**src/rtl/pipe_stage_skid.sv**
```systemverilog
// Pipeline-stage register with a one-entry skid buffer, a registered in_ready and a synchronous flush.
// Defining PIPE_STAGE_STATS_EN adds the saturating stall_cnt and flush_cnt counters.
module pipe_stage_skid #(
   parameter int DATA_W = 32,
   parameter int CTRL_W = 16,
   parameter int CNT_W  = 16
) (
   input  logic              clk,
   input  logic              reset,
   input  logic              flush,
   input  logic              in_valid,
   output logic              in_ready,
   input  logic [DATA_W-1:0] in_data,
   input  logic [CTRL_W-1:0] in_ctrl,
   output logic              out_valid,
   input  logic              out_ready,
   output logic [DATA_W-1:0] out_data,
   output logic [CTRL_W-1:0] out_ctrl
`ifdef PIPE_STAGE_STATS_EN
   ,
   output logic [CNT_W-1:0]  stall_cnt,
   output logic [CNT_W-1:0]  flush_cnt
`endif
);

   typedef enum logic [1:0] {
      EMPTY = 2'b00,
      FULL  = 2'b01,
      SKID  = 2'b11
   } state_t;

   state_t              state_reg, state_next;
   logic [DATA_W-1:0]   main_data_reg, main_data_next;
   logic [CTRL_W-1:0]   main_ctrl_reg, main_ctrl_next;
   logic [DATA_W-1:0]   skid_data_reg, skid_data_next;
   logic [CTRL_W-1:0]   skid_ctrl_reg, skid_ctrl_next;
   logic                accept;
   logic                emit;

   // Both handshake outputs come straight from the state register.
   assign in_ready  = (state_reg != SKID);
   assign out_valid = (state_reg != EMPTY);
   assign out_data  = main_data_reg;
   assign out_ctrl  = main_ctrl_reg;

   assign accept = in_valid && in_ready;
   assign emit   = out_valid && out_ready;

   always_ff @(posedge clk or negedge reset) begin
      if (!reset) begin
         state_reg     <= EMPTY;
         main_data_reg <= '0;
         main_ctrl_reg <= '0;
         skid_data_reg <= '0;
         skid_ctrl_reg <= '0;
      end else begin
         state_reg     <= state_next;
         main_data_reg <= main_data_next;
         main_ctrl_reg <= main_ctrl_next;
         skid_data_reg <= skid_data_next;
         skid_ctrl_reg <= skid_ctrl_next;
      end
   end

   // Every path into EMPTY clears main_ctrl so the control field of a bubble is a registered zero.
   always_comb begin
      state_next     = state_reg;
      main_data_next = main_data_reg;
      main_ctrl_next = main_ctrl_reg;
      skid_data_next = skid_data_reg;
      skid_ctrl_next = skid_ctrl_reg;

      if (flush) begin
         state_next     = EMPTY;
         main_ctrl_next = '0;
         skid_ctrl_next = '0;
      end else begin
         case (state_reg)
            EMPTY: begin
               if (accept) begin
                  state_next     = FULL;
                  main_data_next = in_data;
                  main_ctrl_next = in_ctrl;
               end
            end
            FULL: begin
               if (accept && emit) begin
                  main_data_next = in_data;
                  main_ctrl_next = in_ctrl;
               end else if (accept) begin
                  state_next     = SKID;
                  skid_data_next = in_data;
                  skid_ctrl_next = in_ctrl;
               end else if (emit) begin
                  state_next     = EMPTY;
                  main_ctrl_next = '0;
               end
            end
            SKID: begin
               if (emit) begin
                  state_next     = FULL;
                  main_data_next = skid_data_reg;
                  main_ctrl_next = skid_ctrl_reg;
                  skid_data_next = '0;
                  skid_ctrl_next = '0;
               end
            end
            default: begin
               state_next     = EMPTY;
               main_ctrl_next = '0;
               skid_ctrl_next = '0;
            end
         endcase
      end
   end

`ifdef PIPE_STAGE_STATS_EN
   logic [CNT_W-1:0] stall_cnt_reg;
   logic [CNT_W-1:0] flush_cnt_reg;

   always_ff @(posedge clk or negedge reset) begin
      if (!reset) begin
         stall_cnt_reg <= '0;
         flush_cnt_reg <= '0;
      end else begin
         if (out_valid && !out_ready && (stall_cnt_reg != {CNT_W{1'b1}}))
            stall_cnt_reg <= stall_cnt_reg + 1'b1;
         // A flush of an already empty stage killed nothing, so it is not counted.
         if (flush && (state_reg != EMPTY) && (flush_cnt_reg != {CNT_W{1'b1}}))
            flush_cnt_reg <= flush_cnt_reg + 1'b1;
      end
   end

   assign stall_cnt = stall_cnt_reg;
   assign flush_cnt = flush_cnt_reg;
`endif

endmodule

```
**config.mk**
```make
export PLATFORM = sky130hd
export DESIGN_NAME = pipe_stage_skid
export DESIGN_NICKNAME = d
export VERILOG_FILES = /design/src/rtl/pipe_stage_skid.sv
export SDC_FILE = /design/constraint.sdc
export NUM_CORES = 1
export LEC_CHECK = 0
export CELL_PAD_IN_SITES_DETAIL_PLACEMENT = 1
export CELL_PAD_IN_SITES_GLOBAL_PLACEMENT = 2
export CORE_MARGIN = 2
export CORE_UTILIZATION = 30
export CTS_BUF_LIST = sky130_fd_sc_hd__clkbuf_8 sky130_fd_sc_hd__clkbuf_16
export DETAILED_ROUTE_END_ITERATION = 6
export PLACE_DENSITY = 0.8
export REMOVE_ABC_BUFFERS = 1
export SLEW_MARGIN = 20
export SYNTH_ARGS = -nofsm -noshare
export SYNTH_HDL_FRONTEND = slang
export SYNTH_SLANG_ARGS = --single-unit
```
**constraint.sdc**
```tcl
create_clock -name clk -period 1.9 [get_ports clk]
set_clock_uncertainty 0.05 [all_clocks]
set_input_delay 0.57 -clock clk [delete_from_list [all_inputs] [get_ports clk]]
set_output_delay 0.57 -clock clk [all_outputs]
set_load 0.02 [all_outputs]
```
==> flow_summary.toml, run 1 <==
[run_status]
run_status = "complete, but fails checks"
failed_checks = "setup timing"

[routing]
via_count = 3493
wire_per_inst_um = 17.4
totalWireLength_um = 13000
detailed_route_drc_error_count = 0
antenna_violating_nets_post_route = 0
detail_route.vias_per_cell = 4.69
drt_pass1_iterations = 4
drtIter0Drc = 155

[clocking]
htree_levels = 3
cts_made_buffers = 9
cts.sinks = 98
cts-root-buf = "clkbuf_16"
clk_latency_ns = 0.35
cts_hold_repair.buffers = 0
cts_tree = "built"
cts_max_path_buffers = 2
clkSlewWorstSetupHoldPaths_ns = 0.07

[setup_path]
cp-start-kind = "flop"
arrival_ns = 2.17
worstPathMaxFanout = 6
required_ns = 2.08
timing.reg2reg.setup_slack_ns = -0.08
r2r_cells = 9
crit_path_end_kind = "flop"
path_class = "reg -> reg"
worstReg2RegStart = "state_reg[1]"
endpoint_of_the_worst_slack_reg_to_reg_timing_path = "out_data[7]"
worstSetupStartpoint = "state_reg[1]"
endpoint = "out_data[7]"

[placed_design]
routabilityCongestion = 0.789
place_hpwl_um = 8400
dp_worst_setup_slack_ns = -0.415
portBuffers = 102
dpl.cell_count = 717

[job]
drv.max_cap_violation_count = 0

[power_and_ir_drop]
p_leak_nw = 3.30
report.power.total_w = 0.00980
highest_ir_drop_seen_on_vdd_mv = 0.756
pwr_dens_nw_per_um2 = 1420

[cells_and_area]
finalNonFillerCells = 745
area_overhead_vs_synth_pct = 47.0
antenna_cells_inserted = 0
share_of_layout_cells_above_drive_strength_1_pct = 27.7
final_nets = 586

[logic_synthesis]
syn-instance-count = 399
register_bit_total_from_synthesis = 98
yosysSeqAreaShare_pct = 52.3
yosysWarnings = 0
avgSynthCellArea_um2 = 11.8
post_synth_num_cell_types = 30
synthesis.area_um2 = 4690

[global_route]
grt_pass1_wl_um = 20700
total_global_routing_overflow = 0
grt_pass1_vias = 3841
grtUsageTotal_pct = 15.9
grt_max_degree = 59
grt_antenna_before_repair = 0

[floorplan]
std_cell_rows = 45
start_util_pct = 30.7
fp.dieArea_um2 = 16700
ioPinCount = 103
fp.coreArea_um2 = 15300
die_x_um = 129
die_h_um = 129

[sta]
timing.final.max_slew_violations = 0
hold_violations = 0
finalCriticalPeriod_ns = 1.98
final-setup-viol-count = 65
slew_headroom_pct = 71.8
post-route-period-util_pct = 104
hold_slack_ns = 0.0967
tightest_slew_ns = 0.423
worst_slack_ns = -0.0836
rsz0062_at_grt = "yes"
achievable-frequency_ghz = 0.504

[hold_path]
hold_class = "in -> async"
stage by stage:
stage          instance area [um2]  utilization, %  TNS [ns]
6_report                      6900            45.2     -3.87
4_1_cts                       6780            44.4     -6.68
5_1_grt                       6900            45.2     -8.08
3_5_place_dp                  6130            40.2    -32.95
2_1_floorplan                 4530               -   -156.88
3_3_place_gp                  6130            40.2    -30.05
kinds of logic after synthesis:
group           share of synthesized area [%]
flops                                    52.3
compound gates                           13.6
mux                                      19.2
simple gates                             8.56
buf+inv                                  5.28
fa+ha+maj                                1.07
metal layers:
layer	GRT usage (%)	up-vias	part of all wire [%]
li1	-	1634	-
met1	20.6	1743	46
met2	26.9	108	48
met3	4.75	8	5.4
met4	2.69	0	0.72
met5	0	-	0
critical path, stage by stage (launching register included):
cell and delay, ns:
dfrtp_2 0.46, inv_4 0.09, ha_4 0.17, inv_4 0.05, buf_6 0.11, o21a_4 0.12
o211ai_4 0.20, buf_12 0.15, clkbuf_16 0.16, mux2_4 0.30
power by group:
group / internal [W] / switching [W] / leakage, nW / total [W]
clock network: 0.00105 / 0.000867 / 0.146 / 0.00191
logic: 0.00239 / 0.00202 / 1.93 / 0.00441
registers: 0.00296 / 0.000514 / 1.22 / 0.00347
placed cells by master (no fill, tap or decap), drive strengths merged:
cell type      netlist  routed
nor2                 3       3
nand4bb              1       1
o21ai               20      20
dfrtp               98      98
nand2b               4       4
bufinv               0       1
or4                  1       1
clkbuf               7      10
clkdlybuf4s50        0      51
mux2                64      64
nand3b               1       1
dlygate4sd2          0      48
o211ai               1       1
ha                   4       4
clkinv               0       1
o2bb2ai             16      16
a21oi               19      19
clkinvlp             0       2
o311a                1       1
a211o                1       1
mux2i               18      18
buf                 18      44
inv                 22      25
nand2               33      33
o21a                 1       1
a21o                32      32
nor2b               34      34
what timing repair did:
item	CTS	global route
setup endpoints to repair	148	100
endpoints found under the hold margin	0	0
resized for setup	112	43
pin swaps	3	6
gates cloned	4	2
buffers inserted	6	4
cells in the mapped netlist, drive strengths merged:
cell type | instances | share of area [%]
o21a | 1 | 0.16
clkbuf | 7 | 0.56
o311a | 1 | 0.21
nor2b | 34 | 4.5
nand2b | 4 | 0.53
o211ai | 1 | 0.45
o21ai | 20 | 2.1
inv | 22 | 1.8
or4 | 1 | 0.16
buf | 18 | 3.0
nand3b | 1 | 0.16
dfrtp | 98 | 52
a21oi | 19 | 2.3
mux2 | 64 | 15
o2bb2ai | 16 | 3.0
a211o | 1 | 0.19
ha | 4 | 1.1
nand4bb | 1 | 0.24
a21o | 32 | 5.1
nor2 | 3 | 0.29
mux2i | 18 | 3.8
nand2 | 33 | 2.6
final cells by class:
type	count	area, um2
Clock buffer	9	225
Clock inverter	7	85.1
Fill cell	1627	8360
Inverter	22	90.1
Multi-Input combinational cell	254	2300
Sequential cell	98	2450
Tap cell	211	264
Timing Repair Buffer	144	1480
worst min path at each step:
stage                      startpoint                end  depth (start not counted)
floorplan                       reset        out_ctrl[0]                          0
global placement    skid_data_reg[18]  skid_data_reg[18]                          1
detailed placement        out_ctrl[6]        out_ctrl[6]                          1
CTS                             reset       out_ctrl[12]                          1
global route                    reset        out_ctrl[2]                          1
finish                          reset        out_ctrl[2]                          1
(Power assumes the default switching activity.)
==> run 2, diff against run 1 <==
Settings changed: HOLD_SLACK_MARGIN from default to 0.1, SETUP_SLACK_MARGIN from default to 0.3.
Clock period 1.9 ns to 1.6 ns, I/O delays scaled along.
==> run 2 against run 1 <==
Against the previous run: largest cell class unchanged; via count increased by 7.4%; cell count rose by 5.6%; clock-buffer cell count unchanged; the flow still finishes with violations (setup timing); die area unchanged; first-iteration DRC count is 27% lower.
==> flow_summary.toml, run 2 (synthesis gave the netlist of run 1 again) <==
[hold_path]
timing.hold.worst_endpoint = "skid_data_reg[27]"
worst_hold_startpoint = "skid_data_reg[27]"
hold_class = "reg -> reg"
holdPathStages = 1

[clocking]
htree_levels = 3
cts_tree = "built"
cts-root-buf = "clkbuf_16"
cts.sinks = 98
cts_made_buffers = 9
clk_latency_ns = 0.35
clkSlewWorstSetupHoldPaths_ns = 0.07
cts_max_path_buffers = 2

[sta]
achievable-frequency_ghz = 0.497
hold_slack_ns = 0.443
tightest_slew_ns = 0.430
timing.final.max_slew_violations = 0
finalCriticalPeriod_ns = 2.01
final-setup-viol-count = 100
worst_slack_ns = -0.414
hold_violations = 0
rsz0062_at_grt = "yes"
slew_headroom_pct = 71.4
post-route-period-util_pct = 126
totalNegativeSetupSlack_ns = -31.20

[cells_and_area]
final_nets = 628
antenna_cells_inserted = 0
layout_common_cells = "dfrtp_1, buf_6, buf_4"
share_of_layout_cells_above_drive_strength_1_pct = 41.5
area.sequential_um2 = 2450
layout.filler_cells = 1577
stdcell_area_um2 = 7490
most_frequent_standard_cell_in_the_layout_excluding_fill_and_tap_cells = "dfrtp_1"
area_overhead_vs_synth_pct = 59.7
multi_input_comb_area_um2 = 2370

[floorplan]
std_cell_rows = 45
start_util_pct = 30.7
fp.coreArea_um2 = 15300
ioPinCount = 103
die_x_um = 129
fp.dieArea_um2 = 16700
die_h_um = 129

[routing]
via_count = 3750
antenna_violating_nets_post_route = 0
totalWireLength_um = 14300
detail_route.vias_per_cell = 4.76
drtIter0Drc = 113
drt_pass1_iterations = 5
wire_per_inst_um = 18.1
detailed_route_drc_error_count = 0

[setup_path]
cp-start-kind = "flop"
r2r_cells = 9
worstReg2RegStart = "state_reg[0]"
worstPathMaxFanout = 5
path_class = "reg -> reg"
arrival_ns = 2.20
endpoint_of_the_worst_slack_reg_to_reg_timing_path = "out_data[12]"
crit_path_end_kind = "flop"
required_ns = 1.78
timing.reg2reg.setup_slack_ns = -0.41

[global_route]
grtUsageTotal_pct = 16.3
grt.met1_usage_pct = 21.7
grt_pass1_vias = 4055
total_global_routing_overflow = 0
grt.busiest_layer = "met2"
grt_antenna_before_repair = 0
grt_max_degree = 59
grt_pass1_wl_um = 21100
grt_util_met3_pct = 3.84
met2_resource_use_gr_pct = 27.2

[run_status]
failed_checks = "setup timing"
run_status = "complete, but fails checks"

[power_and_ir_drop]
highest_ir_drop_seen_on_vdd_mv = 1.18
report.power.total_w = 0.0131
p_leak_nw = 3.52
pwr_dens_nw_per_um2 = 1750

[job]
drv.max_cap_violation_count = 0

[placed_design]
dp_worst_setup_slack_ns = -0.712
place_hpwl_um = 8480
post_dp_cell_area_um2 = 6200
portBuffers = 102
routabilityCongestion = 0.736
-- run 2: changes by cell type in the layout (fill, tap and decap cells not counted), sizes merged --
| cell | previous run | this run |
|---|---|---|
| dlygate4sd3 | 0 | 1 |
| clkinvlp | 2 | 1 |
| buf | 44 | 131 |
| clkbuf | 10 | 12 |
| dlygate4sd2 | 48 | 0 |
| bufinv | 1 | 2 |
-- run 2: layout make-up --
cell class | count | share of cell area (%)
multi-input combinational | 254 | 31.6
tap | 211 | 3.52
sequential | 98 | 32.8
timing repair buffer | 186 | 26.7
inverter | 22 | 1.14
clock inverter | 7 | 1.27
clock buffer | 9 | 3.01
-- run 2: timing repair --
action	4_1_cts	5_1_grt
endpoints found under the hold margin	17	0
buffers inserted	27	17
gates cloned	3	2
endpoints found under the setup margin	148	148
pin swaps	5	7
hold buffers	1	0
resized for setup	330	71
-- run 2: power breakdown --
part / internal, W / leakage (nW) / switching (W)
clock: 0.00137 / 0.160 / 0.00101
sequential: 0.00352 / 1.22 / 0.000730
combinational: 0.00374 / 2.13 / 0.00275
-- run 2: how the worst max path moves through the flow --
| stage | cells after the start | from | to |
|---|---|---|---|
| finish | 9 | state_reg[0] | out_data[12] |
| global route | 9 | state_reg[0] | out_data[24] |
| CTS | 5 | state_reg[0] | out_data[28] |
| detailed placement | 6 | out_ready | skid_data_reg[22] |
| global placement | 6 | out_ready | skid_data_reg[5] |
| floorplan | 5 | state_reg[0] | skid_data_reg[0] |
-- run 2: worst max-delay path, cell delays in order, from the launching register on --
cell and delay (ns):
dfrtp_2 0.45, inv_2 0.09, ha_4 0.14, buf_4 0.13, inv_4 0.05, o21a_4 0.12, o211ai_4 0.23, buf_6 0.16
buf_12 0.12, mux2_2 0.34
-- run 2: per-stage QoR --
| step | utilization [%] | cells |
|---|---|---|
| 3_5_place_dp | 40.6 | 721 |
| 2_1_floorplan | - | 374 |
| 6_report | 49.1 | 787 |
| 5_1_grt | 49.1 | 787 |
| 4_1_cts | 45.9 | 768 |
| 3_3_place_gp | 40.6 | 721 |
-- run 2: metal layers --
layer	wire (um)	vias to the layer above
met1	6550	1892
li1	-	1723
met5	0	-
met2	6820	115
met3	707	20
met4	208	0
